[src/rtl/ring_mon_pkg.sv]
// Shared types for the ring phase monitor: FSM states and fault reason codes.
// Pure declarations; no logic, no latency, no flow control.
package ring_mon_pkg;

  typedef enum logic [1:0] {
    IDLE  = 2'd0,
    LOCK  = 2'd1,
    TRACK = 2'd2,
    FAULT = 2'd3
  } state_t;

  localparam logic [1:0] ERR_NONE   = 2'b00;
  localparam logic [1:0] ERR_ONEHOT = 2'b01;
  localparam logic [1:0] ERR_STEP   = 2'b10;

endpackage

[src/rtl/onehot_encoder.sv]
// Combinational one-hot check and binary index of the set bit of a ring word.
// Zero latency, no flow control; index is meaningless when is_onehot is low.
module onehot_encoder
  import ring_mon_pkg::*;
#(
  parameter int N    = 4,
  parameter int PH_W = $clog2(N)
) (
  input  logic [N-1:0]    q,
  output logic [PH_W-1:0] index,
  output logic            is_onehot
);

  always_comb begin
    index = '0;
    for (int i = 0; i < N; i++) begin
      if (q[i]) begin
        index = index | PH_W'(i);
      end
    end
  end

  // Non-zero with no second bit set: clearing the lowest set bit leaves nothing.
  assign is_onehot = (q != '0) && ((q & (q - N'(1))) == '0);

endmodule

[src/rtl/ring_phase_monitor.sv]
// Checks a one-hot rotating ring for legal single-step rotation, reports phase and revolutions, latches faults.
// All outputs registered, one cycle after ring_q is sampled; no backpressure, reload requested via reload_req.
module ring_phase_monitor
  import ring_mon_pkg::*;
#(
  parameter int N           = 4,
  parameter int PH_W        = $clog2(N),
  parameter int REV_W       = 8,
  parameter int LOCK_CYCLES = 2
) (
  input  logic             clk,
  input  logic             reset,
  input  logic [N-1:0]     ring_q,
  input  logic             ring_select,
  input  logic             err_clr,
  output logic [PH_W-1:0]  phase,
  output logic             phase_valid,
  output logic             rev_tick,
  output logic [REV_W-1:0] rev_count,
  output logic             err_sticky,
  output logic [1:0]       err_code,
  output logic             reload_req
);

  localparam int LC_W = $clog2(LOCK_CYCLES + 1);

  state_t            state;
  logic [N-1:0]      prev_q;
  logic [LC_W-1:0]   lock_cnt;
  logic [LC_W-1:0]   lock_nxt;
  logic [N-1:0]      rot_prev;
  logic [PH_W-1:0]   enc_index;
  logic              is_onehot;
  logic              good_step;
  logic              wrap;
  logic              fault_det;
  logic [1:0]        fault_code;

  onehot_encoder #(
    .N    (N),
    .PH_W (PH_W)
  ) u_enc (
    .q         (ring_q),
    .index     (enc_index),
    .is_onehot (is_onehot)
  );

  assign rot_prev   = {prev_q[N-2:0], prev_q[N-1]};
  assign good_step  = is_onehot && (ring_q == rot_prev);
  assign wrap       = prev_q[N-1] && (ring_q == N'(1));
  assign lock_nxt   = lock_cnt + LC_W'(1);
  // A deliberate reload (ring_select low) is never a fault.
  assign fault_det  = (state == TRACK) && ring_select && !good_step;
  assign fault_code = is_onehot ? ERR_STEP : ERR_ONEHOT;

  always_ff @(posedge clk) begin
    if (!reset) begin
      state       <= IDLE;
      prev_q      <= '0;
      lock_cnt    <= '0;
      phase       <= '0;
      phase_valid <= 1'b0;
      rev_tick    <= 1'b0;
      rev_count   <= '0;
      err_sticky  <= 1'b0;
      err_code    <= ERR_NONE;
      reload_req  <= 1'b0;
    end else begin
      prev_q   <= ring_q;
      rev_tick <= 1'b0;

      case (state)
        IDLE: begin
          if (ring_select && is_onehot) begin
            state    <= LOCK;
            lock_cnt <= '0;
          end
        end

        LOCK: begin
          if (!ring_select) begin
            state <= IDLE;
          end else if (good_step) begin
            lock_cnt <= lock_nxt;
            if (lock_nxt == LC_W'(LOCK_CYCLES)) begin
              state       <= TRACK;
              phase_valid <= 1'b1;
              phase       <= enc_index;
            end
          end else begin
            state <= IDLE;
          end
        end

        TRACK: begin
          if (wrap) begin
            rev_tick  <= 1'b1;
            rev_count <= rev_count + REV_W'(1);
          end
          if (!ring_select) begin
            state       <= IDLE;
            phase_valid <= 1'b0;
          end else if (good_step) begin
            phase <= enc_index;
          end else begin
            state       <= FAULT;
            phase_valid <= 1'b0;
            reload_req  <= 1'b1;
          end
        end

        FAULT: begin
          if (!ring_select) begin
            state      <= IDLE;
            reload_req <= 1'b0;
          end
        end

        default: state <= IDLE;
      endcase

      // First fault wins while sticky; a fault on the clearing edge re-arms with the new code.
      if (fault_det) begin
        if (!err_sticky || err_clr) begin
          err_sticky <= 1'b1;
          err_code   <= fault_code;
        end
      end else if (err_clr) begin
        err_sticky <= 1'b0;
        err_code   <= ERR_NONE;
      end
    end
  end

endmodule

[config.mk]
export PLATFORM = sky130hd
export DESIGN_NAME = ring_phase_monitor
export DESIGN_NICKNAME = d
export VERILOG_FILES = /design/src/rtl/ring_mon_pkg.sv /design/src/rtl/onehot_encoder.sv /design/src/rtl/ring_phase_monitor.sv
export SDC_FILE = /design/constraint.sdc
export NUM_CORES = 1
export LEC_CHECK = 0
export BUFFER_PORTS_ARGS = -buffer_cell sky130_fd_sc_hd__clkbuf_2
export CORE_ASPECT_RATIO = 0.7
export CORE_UTILIZATION = 32
export DETAILED_ROUTE_END_ITERATION = 6
export PLACE_DENSITY_LB_ADDON = 0.12
export SYNTH_ARGS = -nofsm -noshare
export SYNTH_HDL_FRONTEND = slang
export SYNTH_SLANG_ARGS = --single-unit
[constraint.sdc]
create_clock -name clk -period 2.97 [get_ports clk]
set_clock_uncertainty 0.1 [all_clocks]
set_input_delay 0.1485 -clock clk [delete_from_list [all_inputs] [get_ports clk]]
set_output_delay 0.1485 -clock clk [all_outputs]
set_load 0.005 [all_outputs]
==> results_dict.tcl, run 1 <==
set metrics [dict create \
    status "completed" \
    drive_gt1_share_pct 22.7 \
    pre_cts_ws_ns 0.991 \
    synth_top_area_cell "dfxtp_1" \
    synth.avg_cell_area_um2 9.30 \
    seqPwrFrac_pct 55.5 \
    core_area_mm2 0.00319 \
    path_clk_slew_ns 0.09 \
    synthToLayoutAreaGrowth_pct 18.7 \
    ant_nets 0 \
    period_share_pct 60.9 \
    maxCapViolations 0 \
    reg2reg_from "state[1]$_SDFFE_PN0P_" \
    pin_count 24 \
    grt_pass1_wl_um 3860 \
    syn_area_mm2 0.00109 \
    finalWirelength_um 2180 \
    fin_ws_ns 1.16 \
    startpoint_type "flip-flop" \
    worstSkewPairLatency_ns 0.26 \
    critical-path-top-delay-family "simple AND/OR/NAND/NOR gates" \
    ir_drop_uv 304 \
    switching_share_pct 22.2 \
    power.switching_uw 131 \
    drc 0 \
    die_h_um 50.8 \
    portBuffers 23 \
    grt_start_max_net_pins 16 \
    clock_power_share_pct 37.7 \
    cts_max_level 1 \
    synth.area.top_cells "dfxtp_1 (44%), xnor2_1 (4.8%), xor2_1 (4.8%), nor2_1 (3.8%), nand2_1 (3.1%)" \
    cts_setup_buffers 0 \
    worst_setup_path_end_kind "flip-flop" \
    fin_tns_setup_ns 0 \
    ys_seq_elements 24 \
    fin_nets 152 \
    grt_setup_unrepaired "false" \
    synthFlopType "dfxtp_1" \
    critPathMaxStageDelay_ns 0.50 \
    critical_path_class "reg2reg" \
    rows 17 \
    synth_top_area_share_pct 44.1 \
    clockBufferDepth 2 \
    grt_pass1_vias 788 \
    cts_root_buffer "clkbuf_8" \
    layout_min_cycle_time_ns 1.81 \
    via_count 865 \
    relSlewSlack_pct 62.3 \
    arrival_ns 1.92 \
    synth-edff-count 0 \
    final_hold_viol_count 0 \
    synth.most_common_cell "dfxtp_1" \
    netlist_top_cells_count "dfxtp_1 (24), nor2_1 (11), nand2_1 (9)" \
    diodes 0 \
    max_freq_mhz 552 \
    finalMaxSlewViolations 0 \
    ys_warn_count 0 \
    setup_viol 0 \
    required_ns 3.08 \
    worstSetupStartpoint "state[1]$_SDFFE_PN0P_" \
    cts_sinks 24 \
    crit_buf_inv 0 \
    antenna_found_initial 0 \
    synthCells 117 \
    hold-worst-slack_ns 0.0806 \
    p_int_uw 459 \
    start_util_pct 34.1 \
    worst_pin_slew_ns 0.551 \
    vias_per_cell 4.83 \
    grt.overflow.total 0 \
    grtUsageTotal_pct 13.9 \
    p_comb_share_pct 6.9 \
    min_path_type "in2reg" \
    dpl.hpwl_um 1610 \
    pwr_density_cell_mw_per_mm2 456 \
    drtIter0Drc 63 \
    worstPathMaxFanout 7 \
    die_x_um 71.7 \
    cts_tree "built" \
    path_cells "nor2b_1 > o211ai_2 > or4_1 > o21ai_1" \
    cp_slowest_cell "or4_1" \
    gp_congestion 0.839 \
    syn_nets 127 \
    numCtsBuffers 3 \
    synthArstFlopShare_pct 0 \
    min_from "ring_select" \
    ys_seq_area_share_pct 44.1 \
    synth_cell_type_count 34 \
    p_leak_nw 0.537 \
    avgRoutedWirePerCell_um 12.2 \
    p_total_uw 590 \
    dieArea_mm2 0.00364 \
    drt-pass1-iter-count 4 \
]
-- state kept, by name (all words and copies together), names as in the netlist --
signal	flops
rev_count	8
err_code	2
phase_valid	1
lock_cnt	2
phase	2
prev_q	4
err_sticky	1
state	2
reload_req	1
rev_tick	1
-- metrics by stage --
stage | util [%] | cells | instance area, um2
global route | 40.5 | 179 | 1290
global placement | 38.5 | 174 | 1230
floorplan | - | 117 | 1090
finish | 40.5 | 179 | 1290
CTS | 40.5 | 179 | 1290
detailed placement | 38.5 | 174 | 1230
-- worst paths after layout --
kind | endpoint | slack (ns) | cells past startpoint
setup / recovery | err_code[1]$_SDFFE_PN0P_ | 1.16 | 4
hold / removal | state[1]$_SDFFE_PN0P_ | 0.08 | 3
setup reg to reg | err_code[1]$_SDFFE_PN0P_ | 1.16 | 4
hold reg to reg | err_code[0]$_SDFFE_PN0P_ | 0.37 | 2
-- per-layer routing --
metal / track usage (%) / part of all wire (%) / up-vias
met1: 20.5 / 55 / 393
li1: - / - / 452
met4: 2.94 / 0 / 0
met3: 5.22 / 5.1 / 0
met2: 19.0 / 40 / 20
met5: 0 / 0 / -
-- layout make-up --
class                      count  area (um2)
fill                         326        1900
multi-input combinational     84         566
sequential                    24         480
timing repair buffer          24         125
clock buffer                   4        55.1
tap                           38        47.5
inverter                       5        18.8
-- logic make-up after synthesis --
family | count (synthesis) | share of synthesized area, %
and+or+nand+nor | 45 | 23.4
DFF | 24 | 44.1
AOI/OAI and AO/OA | 22 | 13.8
xor gates and xnor gates | 12 | 9.66
buffers and inverters | 9 | 3.91
muxes | 3 | 2.76
adders and majority gates | 2 | 2.30
-- power by group through the flow --
stage               clock network (mW)  registers (mW)  logic (mW)
finish                           0.222           0.327      0.0404
global route                     0.249           0.328      0.0455
CTS                              0.232           0.327      0.0409
detailed placement                   0           0.335      0.0397
global placement                     0           0.335      0.0391
floorplan                            0           0.334      0.0274
-- tightest hold or removal path, delay by kind of cell --
family	cells	cell delay, ns
buffers and inverters	1	0.13
and+or+nand+nor	1	0.07
AOI/OAI and AO/OA	1	0.06
-- layout by cell type (no fill, tap or decap), drive strengths merged, types with 2 or more instances in the layout --
cell / n
o211ai: 2
nor4b: 2
mux2i: 3
nor2: 11
nand4: 3
and2: 6
a21oi: 6
a211oi: 3
inv: 5
nor2b: 3
ha: 2
and3: 3
clkbuf: 27
dfxtp: 24
nand2: 9
o21ai: 8
nand3: 3
xor2: 6
xnor2: 6
-- timing repair --
item	4_1_cts	5_1_grt
endpoints found under the hold margin	1	0
hold buffers	1	0
resized for setup	0	0
Power figures use the tool's default switching activity.
==> inputs of run 2 (changes only) <==
clock period = 1.54 ns   (was 2.97 ns; I/O delays follow)
==> run 2 against run 1 <==
The flow now finishes with violations (setup timing). Power is 100% higher. Final area is 14% higher. Non-clock buffer count is 13 higher. Setup slack worse by 1.2 ns. Critical path depth is 2 higher. Clock power is 100% higher. Sequential share of layout area is 4.3 points lower. Utilization is 5.7 points higher. First-iteration DRC count is 60% lower. Die area stayed put. Sequential power is 93% higher. Routed wire length is 16% higher. Critical endpoint is now lock_cnt[1]$_SDFFE_PN0P_.
==> results_dict.tcl, run 2 (same netlist as run 1, synthesis figures left out) <==
set metrics [dict create \
    grt.overflow.total 0 \
    drc 0 \
    fin_ws_ns -0.00263 \
    diodes 0 \
    hold-worst-slack_ns 0.00592 \
    finalWirelength_um 2520 \
    worstPathMaxFanout 6 \
    drt-pass1-iter-count 4 \
    largest_reg_flops 8 \
    pin_count 24 \
    rows 17 \
    grt_start_max_net_pins 15 \
    grtUsageTotal_pct 15.6 \
    numCtsBuffers 3 \
    fill_cells 317 \
    avgRoutedWirePerCell_um 13.1 \
    maxCapViolations 0 \
    grt_pass1_vias 918 \
    fin_tns_setup_ns -0.00263 \
    final_common_cell "clkbuf_2" \
    vias_per_cell 4.98 \
    finalMaxSlewViolations 0 \
    grt_pass1_wl_um 4240 \
    antenna_found_initial 0 \
    via_count 956 \
    ant_nets 0 \
    max_freq_mhz 648 \
    arrival_ns 1.64 \
    die_h_um 50.8 \
    status "complete, but fails checks" \
    dieArea_mm2 0.00364 \
    placed_area_mm2 0.00133 \
    fin_area_mm2 0.00148 \
    cts_tree "built" \
    violations "setup timing" \
    placed_cells 185 \
    drtIter0Drc 25 \
    synthToLayoutAreaGrowth_pct 35.5 \
    gp_congestion 0.754 \
    start_util_pct 34.1 \
    cts_max_level 1 \
    fin_nets 165 \
    die_x_um 71.7 \
    pwr_density_cell_mw_per_mm2 805 \
    required_ns 1.63 \
    path_clk_slew_ns 0.09 \
    ir_drop_uv 409 \
    cts_root_buffer "clkbuf_8" \
    clockBufferDepth 2 \
    final_hold_viol_count 0 \
    worstSkewPairLatency_ns 0.27 \
    portBuffers 23 \
    layout_min_cycle_time_ns 1.54 \
    final_cell_mix "clkbuf_2 (23), dfxtp_1 (21), buf_4 (13)" \
    dpl.hpwl_um 1770 \
    relSlewSlack_pct 69.5 \
    critical_path_class "reg2reg" \
    period_share_pct 100 \
    p_leak_nw 0.626 \
    fin_util_pct 46.2 \
    setup_viol 1 \
    reg.largest.list "rev_count x8, prev_q x4" \
    largest-register "rev_count" \
    worst_pin_slew_ns 0.455 \
    p_total_mw 1.19 \
    startpoint_type "flip-flop" \
    finalNonFillerCells 192 \
    min_path_type "in2reg" \
    drive_gt1_share_pct 39.0 \
    cts_sinks 24 \
    core_area_mm2 0.00319 \
    worst_setup_path_end_kind "flip-flop" \
    grt_setup_unrepaired "true" \
    pre_cts_ws_ns -0.138 \
]
## run 2: worst max-delay path, cell delays in order, from the launching register on
cell and delay, ns:
dfxtp_1 0.32, xnor2_1 0.14, nand4_1 0.17, buf_4 0.19, nor3_4 0.25, nand2_1 0.11, o32ai_2 0.19
## run 2: metal layers
layer  vias to the layer above  wire length [um]  share of wire, %  track usage, %
met2                        20              1070                43            24.5
met3                         4               103               4.1            5.02
met4                         0                21              0.83            4.58
met5                         -                 0                 0               0
met1                       455              1320                52            20.3
li1                        477                 -                 -               -
## run 2: path summary, 6_finish.rpt
check,endpoint,startpoint,depth (start not counted),slack [ns]
hold / removal,state[1]$_SDFFE_PN0P_,ring_select,3,0.006
hold reg to reg,phase[1]$_SDFFE_PN0P_,phase[1]$_SDFFE_PN0P_,2,0.37
setup reg to reg,lock_cnt[1]$_SDFFE_PN0P_,prev_q[1]$_SDFF_PN0_,6,-0.003
setup / recovery,lock_cnt[1]$_SDFFE_PN0P_,prev_q[1]$_SDFF_PN0_,6,-0.003
## run 2: area by class of cell
type | instances | area (um2) | share of cell area [%]
Clock buffer | 4 | 55.1 | 3.73
Sequential cell | 24 | 484 | 32.8
Timing Repair Buffer | 37 | 223 | 15.1
Tap cell | 38 | 47.5 | 3.22
Multi-Input combinational cell | 84 | 647 | 43.9
Inverter | 5 | 18.8 | 1.27
## run 2: repair_timing
action                                  in CTS  in global routing
hold buffers                                 1                  0
pin swaps                                    4                  8
hold endpoints to repair                     1                  0
endpoints found under the setup margin       5                 13
setup buffers                                2                  0
resized for setup                            6                  9
## run 2: where the power goes
part           internal [mW]  leakage (nW)  switching (mW)
registers              0.627         0.195         0.00451
clock network          0.229        0.0288           0.216
logic                 0.0490         0.402          0.0622
total                  0.905         0.626           0.283
==> inputs of run 3 (changes only) <==
ABC_AREA = 1   (was unset)
clock period = 1.6 ns   (was 1.54 ns; I/O delays follow)
==> run 3 against run 2 <==
The flow now finishes without violations. Routed wire length grew 8.2%. Power rose by 29%. Final area up 6.4%. Non-clock buffer count shrank 8. Sequential share of layout area is 2.1 points lower. Critical endpoint is now lock_cnt[0]$_SDFFE_PN0P_.
==> results_dict.tcl, run 3 <==
set metrics [dict create \
    maxCapViolations 0 \
    synth_top_area_cell "dfxtp_1" \
    worstReg2RegEnd "lock_cnt[0]$_SDFFE_PN0P_" \
    netlist_top_cells_count "nand2_1 (40), dfxtp_1 (24), inv_1 (24)" \
    dpl.hpwl_um 2110 \
    max_freq_mhz 688 \
    diodes 0 \
    cts_tree "built" \
    largest-register "rev_count" \
    period_share_pct 90.8 \
    finalMaxSlewViolations 0 \
    worst_setup_path_end_kind "flip-flop" \
    grt_pass1_wl_um 4700 \
    reg2reg_from "prev_q[3]$_SDFF_PN0_" \
    reg.largest.list "rev_count x8, prev_q x4" \
    drc 0 \
    drtIter0Drc 45 \
    ant_nets 0 \
    worstSkewPairLatency_ns 0.27 \
    portBuffers 23 \
    regArea_um2 482 \
    syn_nets 186 \
    reg2reg_setup_slack_ns 0.15 \
    synth.avg_cell_area_um2 7.26 \
    final_common_cell "nand2_1" \
    cts_root_buffer "clkbuf_8" \
    fin_nets 218 \
    pwr_density_cell_mw_per_mm2 980 \
    finalWirelength_um 2720 \
    via_count 1149 \
    holdPathEnd "err_code[1]$_SDFFE_PN0P_" \
    grt_pass1_vias 1058 \
    min_path_type "in2reg" \
    ys_seq_elements 24 \
    grt_start_max_net_pins 19 \
    synthArstFlopShare_pct 0 \
    ir_drop_uv 487 \
    setup_viol 0 \
    reg2reg_depth 10 \
    pin_count 24 \
    antenna_found_initial 0 \
    multi_input_area_um2 691 \
    min_from "err_clr" \
    grt.overflow.total 0 \
    status "completed" \
    synthFlopType "dfxtp_1" \
    worstPathMaxFanout 4 \
    relSlewSlack_pct 71.6 \
    synthToLayoutAreaGrowth_pct 22.8 \
    synth-edff-count 0 \
    core_area_mm2 0.00367 \
    path_clk_slew_ns 0.08 \
    synth.area.top_cells "dfxtp_1 (38%), nand2_1 (12%), inv_1 (7.1%), nor2_1 (4.7%), a21oi_1 (4.3%)" \
    synthCells 176 \
    die_h_um 54.9 \
    synth.most_common_cell "nand2_1" \
    largest_reg_flops 8 \
    drt-pass1-iter-count 4 \
    grt_setup_unrepaired "false" \
    required_ns 1.67 \
    vias_per_cell 4.47 \
    final_cell_mix "nand2_1 (40), inv_1 (24), dfxtp_1 (23), clkbuf_2 (23), nor2_1 (15)" \
    hold-worst-slack_ns 0.0237 \
    critical_path_class "reg2reg" \
    drive_gt1_share_pct 29.5 \
    rows 18 \
    final_hold_viol_count 0 \
    start_util_pct 34.8 \
    fill_cells 378 \
    grtUsageTotal_pct 14.7 \
    synth_cell_type_count 30 \
    fin_tns_setup_ns 0 \
    ys_warn_count 0 \
    cts_max_level 1 \
    whs_path_depth 4 \
    p_leak_nw 0.758 \
    cts_sinks 24 \
    clockBufferDepth 2 \
    worst_pin_slew_ns 0.422 \
    numCtsBuffers 3 \
    avgRoutedWirePerCell_um 10.6 \
    syn_area_mm2 0.00128 \
    die_x_um 77.5 \
    layout_min_cycle_time_ns 1.45 \
    gp_congestion 0.803 \
    ys_seq_area_share_pct 37.6 \
    dieArea_mm2 0.00425 \
    startpoint_type "flip-flop" \
    arrival_ns 1.52 \
    synth_top_area_share_pct 37.6 \
]
run 3: area by class of cell:
cell class                      instances  area share (%)
Timing Repair Buffer                   29            10.8
Tap cell                               50            3.99
Clock buffer                            4            3.51
Sequential cell                        24            30.7
Inverter                               29            6.94
Multi-Input combinational cell        121            44.0
run 3: worst max-delay path by stage:
stage | startpoint | endpoint | cells past startpoint
final | prev_q[3]$_SDFF_PN0_ | lock_cnt[0]$_SDFFE_PN0P_ | 10
after global routing | prev_q[1]$_SDFF_PN0_ | state[1]$_SDFFE_PN0P_ | 11
after CTS | state[1]$_SDFFE_PN0P_ | rev_count[6]$_SDFFE_PN0P_ | 8
after detailed placement | state[1]$_SDFFE_PN0P_ | rev_count[6]$_SDFFE_PN0P_ | 8
after global placement | state[1]$_SDFFE_PN0P_ | state[1]$_SDFFE_PN0P_ | 9
after floorplan | state[1]$_SDFFE_PN0P_ | rev_count[6]$_SDFFE_PN0P_ | 9
run 3: routing by layer:
metal | track usage [%] | wire [um] | up-vias
met5 | 0 | 0 | -
met4 | 4.72 | 19 | 0
met3 | 4.83 | 179 | 2
met2 | 23.2 | 1080 | 29
met1 | 19.3 | 1440 | 502
li1 | - | - | 616
run 3: where the power goes:
group	internal (mW)	total (mW)	leakage [nW]	switching [mW]
clock	0.220	0.414	0.0288	0.195
combinational	0.159	0.432	0.534	0.272
sequential	0.651	0.692	0.196	0.0409
run 3: kinds of logic after synthesis:
group,synth area share [%]
AO/OA/AOI/OAI,11.1
XOR/XNOR,0.686
adder cells (fa/ha/maj),1.96
buffers and inverters,9.89
flip-flops,37.6
AND/OR/NAND/NOR,38.8
run 3: critical path, cell delays in order (launching register included):
cell and delay (ns):
dfxtp_1 0.36, inv_1 0.05, nand2_1 0.06, nand2_2 0.06, nor2_4 0.12, nand2_4 0.09, nor2_4 0.13, nand2_1 0.10
o21ai_2 0.10, o21a_1 0.15, nor2_1 0.04
run 3: stage by stage:
step | util (%) | std cells | setup WS [ns] | total power, mW | instance area [um2]
floorplan | - | 176 | 0.264 | 1.03 | 1280
global placement | 39.4 | 248 | 0.116 | 1.12 | 1450
detailed placement | 39.4 | 248 | 0.132 | 1.12 | 1450
CTS | 42.0 | 256 | 0.104 | 1.56 | 1540
global route | 42.7 | 257 | 0.0218 | 1.66 | 1570
finish | 42.7 | 257 | 0.147 | 1.54 | 1570
run 3: repair_timing:
| item | CTS | global route |
|---|---|---|
| buffers inserted | 0 | 1 |
| hold buffers | 4 | 0 |
| gates resized for setup | 0 | 6 |
| setup endpoints to repair | 0 | 5 |
| hold endpoints to repair | 4 | 0 |
